==> src/rtl/k12a_spi_slave.sv <==
// k12a_spi_slave: SPI mode-0 responder, pins oversampled in the cpu_clock domain,
// with single-entry transmit/receive holding registers and ready/valid handshakes.
module k12a_spi_slave #(
   parameter int         SYNC_STAGES = 2,
   parameter logic [7:0] IDLE_BYTE   = 8'hFF
) (
   input  logic       cpu_clock,
   input  logic       reset_n,
   input  logic       spi_sck,
   input  logic       spi_cs_n,
   input  logic       spi_mosi,
   output logic       spi_miso,
   input  logic [7:0] tx_data,
   input  logic       tx_load,
   output logic       tx_ready,
   output logic [7:0] rx_data,
   output logic       rx_valid,
   input  logic       rx_ack,
   output logic       overrun,
   output logic       busy
);
   localparam int NS = (SYNC_STAGES < 2) ? 2 : SYNC_STAGES;

   typedef enum logic {IDLE, ACTIVE} state_t;

   state_t          state, state_nxt;
   logic [NS-1:0]   sck_sync, mosi_sync, cs_sync;
   logic            sck_prev, cs_prev;
   logic            sck_s, mosi_s, cs_s;
   logic            sck_rise, sck_fall, cs_rise, cs_fall;
   logic            start, stop, rise_ev, fall_ev, byte_done, reload, take, tx_accept;
   logic [2:0]      bit_cnt;
   logic [7:0]      rx_shift, tx_shift, tx_buf, rx_byte;
   logic            tx_full;

   // chip select chain resets to the deasserted level so reset release never looks like a select
   always_ff @(posedge cpu_clock or negedge reset_n)
      if (!reset_n) begin
         sck_sync  <= '0;
         mosi_sync <= '0;
         cs_sync   <= '1;
         sck_prev  <= 1'b0;
         cs_prev   <= 1'b1;
      end else begin
         sck_sync  <= {sck_sync[NS-2:0], spi_sck};
         mosi_sync <= {mosi_sync[NS-2:0], spi_mosi};
         cs_sync   <= {cs_sync[NS-2:0], spi_cs_n};
         sck_prev  <= sck_s;
         cs_prev   <= cs_s;
      end

   assign sck_s    = sck_sync[NS-1];
   assign mosi_s   = mosi_sync[NS-1];
   assign cs_s     = cs_sync[NS-1];
   assign sck_rise = sck_s & ~sck_prev;
   assign sck_fall = ~sck_s & sck_prev;
   assign cs_fall  = ~cs_s & cs_prev;
   assign cs_rise  = cs_s & ~cs_prev;

   always_ff @(posedge cpu_clock or negedge reset_n)
      if (!reset_n) state <= IDLE;
      else          state <= state_nxt;

   always_comb begin
      state_nxt = state;
      start     = 1'b0;
      stop      = 1'b0;
      rise_ev   = 1'b0;
      fall_ev   = 1'b0;
      if (state == IDLE) begin
         start     = cs_fall;
         state_nxt = cs_fall ? ACTIVE : IDLE;
      end else begin
         stop      = cs_rise;
         rise_ev   = sck_rise & ~cs_rise;
         fall_ev   = sck_fall & ~cs_rise;
         state_nxt = cs_rise ? IDLE : ACTIVE;
      end
   end

   assign byte_done = rise_ev & (bit_cnt == 3'd7);
   assign reload    = start | (fall_ev & (bit_cnt == 3'd0));
   assign take      = reload & tx_full;
   // a load arriving as the buffer drains is accepted behind the outgoing byte
   assign tx_accept = tx_load & (~tx_full | take);
   assign rx_byte   = {rx_shift[6:0], mosi_s};

   always_ff @(posedge cpu_clock or negedge reset_n)
      if (!reset_n) begin
         bit_cnt  <= '0;
         rx_shift <= '0;
         tx_shift <= '0;
         tx_buf   <= '0;
         tx_full  <= 1'b0;
         rx_data  <= '0;
         rx_valid <= 1'b0;
         overrun  <= 1'b0;
      end else begin
         bit_cnt  <= (start | stop) ? 3'd0 : rise_ev ? bit_cnt + 3'd1 : bit_cnt;
         rx_shift <= (start | stop) ? 8'h00 : rise_ev ? rx_byte : rx_shift;
         tx_shift <= reload ? (tx_full ? tx_buf : IDLE_BYTE) : fall_ev ? {tx_shift[6:0], 1'b0} : tx_shift;
         tx_buf   <= tx_accept ? tx_data : tx_buf;
         tx_full  <= tx_accept | (tx_full & ~take);
         rx_data  <= byte_done ? rx_byte : rx_data;
         rx_valid <= byte_done | (rx_valid & ~rx_ack);
         overrun  <= ~rx_ack & (overrun | (byte_done & rx_valid));
      end

   assign spi_miso = (state == ACTIVE) & tx_shift[7];
   assign busy     = (state == ACTIVE);
   assign tx_ready = ~tx_full;
endmodule

==> config.mk <==
export PLATFORM = sky130hd
export DESIGN_NAME = k12a_spi_slave
export DESIGN_NICKNAME = d
export VERILOG_FILES = /design/src/rtl/k12a_spi_slave.sv
export SDC_FILE = /design/constraint.sdc
export NUM_CORES = 1
export LEC_CHECK = 0
export ABC_AREA = 1
export BUFFER_PORTS_ARGS = -buffer_cell sky130_fd_sc_hd__clkbuf_2
export CORE_MARGIN = 2
export CORE_UTILIZATION = 36
export DETAILED_ROUTE_END_ITERATION = 10
export PLACE_DENSITY = 0.52
export SYNTH_ARGS = -nofsm -noshare
export SYNTH_HDL_FRONTEND = slang
export SYNTH_SLANG_ARGS = --single-unit
==> constraint.sdc <==
create_clock -name cpu_clock -period 2.1 [get_ports cpu_clock]
set_input_delay 0.21 -clock cpu_clock [delete_from_list [all_inputs] [get_ports cpu_clock]]
set_output_delay 0.21 -clock cpu_clock [all_outputs]
set_load 0.05 [all_outputs]
==> impl_metrics.toml <==
[outcome]
status = "completed"

[floorplanning]
die_h_um = 76.9
die_area_sq_um = 5920
std_cell_rows = 26
ios = 28
core_sq_um = 5110
die_w_um = 76.9
initial_utilization_pct = 37.5

[sta]
finalCritPeriodShare_pct = 72.8
rsz0062_at_grt = "false"
fin_skew_ns = 0.00621
slew_headroom_pct = 56.4
hold_viol = 0
maxClockFrequency_mhz = 654
setup_tns_ns = 0
final.min_clock_period_ns = 1.53
setup_viol = 0
slew_viol_final = 0
worst_slew_pin_slew_ns = 0.655

[global_route]
antenna_found_initial = 0
met1_usage_pct = 19.8
top_usage_layer = "met1"
grt_pass1_wl_mm = 5.91
grt_max_degree = 27
use_met3_pct = 3.29
grt_overflow_total = 0
use_met2_pct = 16.2
grt.total_usage_pct = 12.9
grt_pass1_vias = 1226

[setup_path]
reg2regPathDepth = 7
reg2reg_to = "rx_data[0]"
cp.buffers_inverters = 2
timing.rr.start = "cs_prev"
crit_end = "rx_data[0]"
path_depth = 7
worstSetupStartpoint = "cs_prev"
cp_slowest_stage_delay_ns = 0.52
cp_slowest_cell = "dfstp_2"
cp_cell_sequence = "inv_1 -> a21oi_4 -> inv_2 -> nor2_8 -> nand2_2 -> nand2_1 -> o21ai_2"
worst_setup_path_start_kind = "flop"
cp.required_ns = 2.28
r2r_slack_ns = 0.57
cp_max_fo = 16
critPathKind = "flop to flop"
cp-end-kind = "flop"
crit_family = "flip-flops"
crit_arrival_ns = 1.71

[final_layout]
fillers = 519
drive_above_1_share_pct = 22.9
finalNonFillerCells = 310
nets = 257
fin_area_sq_um = 2260
syn_to_final_growth_pct = 18.1
n_antenna_cell = 0

[pwr]
pwr-share-seq_pct = 51.6
total_leakage_power_nw = 1.23
p_clk_share_pct = 29.2
comb_power_share_pct = 19.2
vdd.ir_drop.worst_uv = 496
p_sw_mw = 0.656
swShare_pct = 30.0
p_per_area_nw_per_um2 = 965
p_int_mw = 1.53

[clock_tree]
clock_sinks = 46
clockBufferDepth = 2
root_buffer = "clkbuf_8"
cts_resized = 0
cts_tree = "done"
clk_pin_slew_ns = 0.08
cts_setup_buffers = 0
cts_buffers = 5
htreeDepth = 2
clk_latency_ns = 0.29

[synthesis]
synth_top_cell_by_area = "dfrtp_1"
netlist_area_sq_um = 1920
syn_inst = 204
synth_edf_count = 0
yosysWarnings = 0
synth.most_common_cell = "nand2_1"
synth.distinct_cells = 21
synth-seq-cells = 46
syn_nets = 222
ys.flop_type = "dfrtp_1"
synth_area_leaders = "dfrtp_1, nand2_1, nand3_1, dfstp_2, o211ai_1"
yosysSeqAreaShare_pct = 60.3
yosysTopAreaCellShare_pct = 56.2
async_flop_share_pct = 100
avgSynthCellArea_sq_um = 9.39
synthTopCellsByCount = "nand2_1, dfrtp_1, nand3_1, inv_1, nor2_1"

[job]
drv_cap = 0

[hold_path]
holdCritStartpoint = "spi_sck"
min_path_type = "input port to flop"
hold_depth = 1

[placement]
place_inst = 299
hpwl_mm = 2.48
place_area_sq_um = 2120
portBuffers = 27
place.gp.congestion = 0.742

[routing]
firstDrtPassIters = 4
drt_iter0_drc = 85
drc_errors = 0
drt_wl_total_mm = 3.50
via_per_inst = 4.40
vias = 1365
wl_per_cell_um = 11.3
ant_nets = 0
[power by group through the flow]
stage                     clock, mW  sequential (mW)  combinational (mW)
after floorplan                   0             1.13               0.310
after global placement            0             1.14               0.413
after detailed placement          0             1.14               0.422
after CTS                     0.660             1.13               0.425
after global routing          0.711             1.14               0.490
final                         0.637             1.13               0.419
[registers in the layout, summed over array words and instances (netlist names), 2 cells and up]
register   count
rx_shift       7
tx_shift       8
rx_data        8
sck_sync       2
cs_sync        2
bit_cnt        3
mosi_sync      2
tx_buf         8
[layer usage]
layer / part of all wire (%) / up-vias
li1: - / 717
met1: 54 / 614
met2: 40 / 27
met3: 3.9 / 7
met4: 2.1 / 0
met5: 0 / -
[logic make-up (layout without fill, tap and decap cells)]
logic type      Yosys count  count (layout)  synth area share, %
buf+inv                  21              57                 4.90
simple gates            116             116                 26.0
compound gates           18              18                 6.86
fa+ha+maj                 3               3                 1.96
flops                    46              46                 60.3
[timing repair]
action / CTS / global route
hold buffers: 2 / 1
setup endpoints to repair: 0 / 0
hold endpoints to repair: 22 / 1
[final cells by class]
| cell class | count | area (sq um) | share of cell area (%) |
|---|---|---|---|
| Clock inverter | 3 | 40.0 | 1.77 |
| Multi-Input combinational cell | 137 | 667 | 29.5 |
| Clock buffer | 5 | 68.8 | 3.04 |
| Inverter | 17 | 63.8 | 2.82 |
| Tap cell | 70 | 87.6 | 3.87 |
| Sequential cell | 46 | 1150 | 51.1 |
| Timing Repair Buffer | 32 | 180 | 7.96 |
[stage by stage]
step / setup WS [ns] / util, % / hold WS (ns) / power (mW)
2_1_floorplan: 0.551 / - / -0.0856 / 1.44
5_1_grt: 0.399 / 44.3 / 0.00272 / 2.35
4_1_cts: 0.552 / 44.1 / 0.00706 / 2.21
3_3_place_gp: 0.586 / 41.6 / 0.279 / 1.55
6_report: 0.571 / 44.3 / 0.0164 / 2.18
3_5_place_dp: 0.557 / 41.6 / 0.276 / 1.56
[cell usage in the layout (no fill, tap or decap), drive strengths merged]
master	Yosys	routed
nand2	80	80
dfrtp	43	43
clkbuf	1	32
nand3	23	23
inv	16	16
nor2	13	13
o21ai	9	9
o211ai	7	7
ha	3	3
dfstp	3	3
dlygate4sd3	0	3
clkinv	1	3
buf	3	2
a21oi	1	1
o22ai	1	1
bufinv	0	1
[how the worst min path moves through the flow]
stage | slack (ns) | endpoint
after floorplan | -0.09 | bit_cnt[0]
after global placement | 0.28 | rx_shift[2]
after detailed placement | 0.28 | rx_shift[2]
after CTS | 0.007 | sck_sync[0]
after global routing | 0.003 | sck_sync[0]
final | 0.02 | sck_sync[0]
Power figures use the tool's default switching activity.
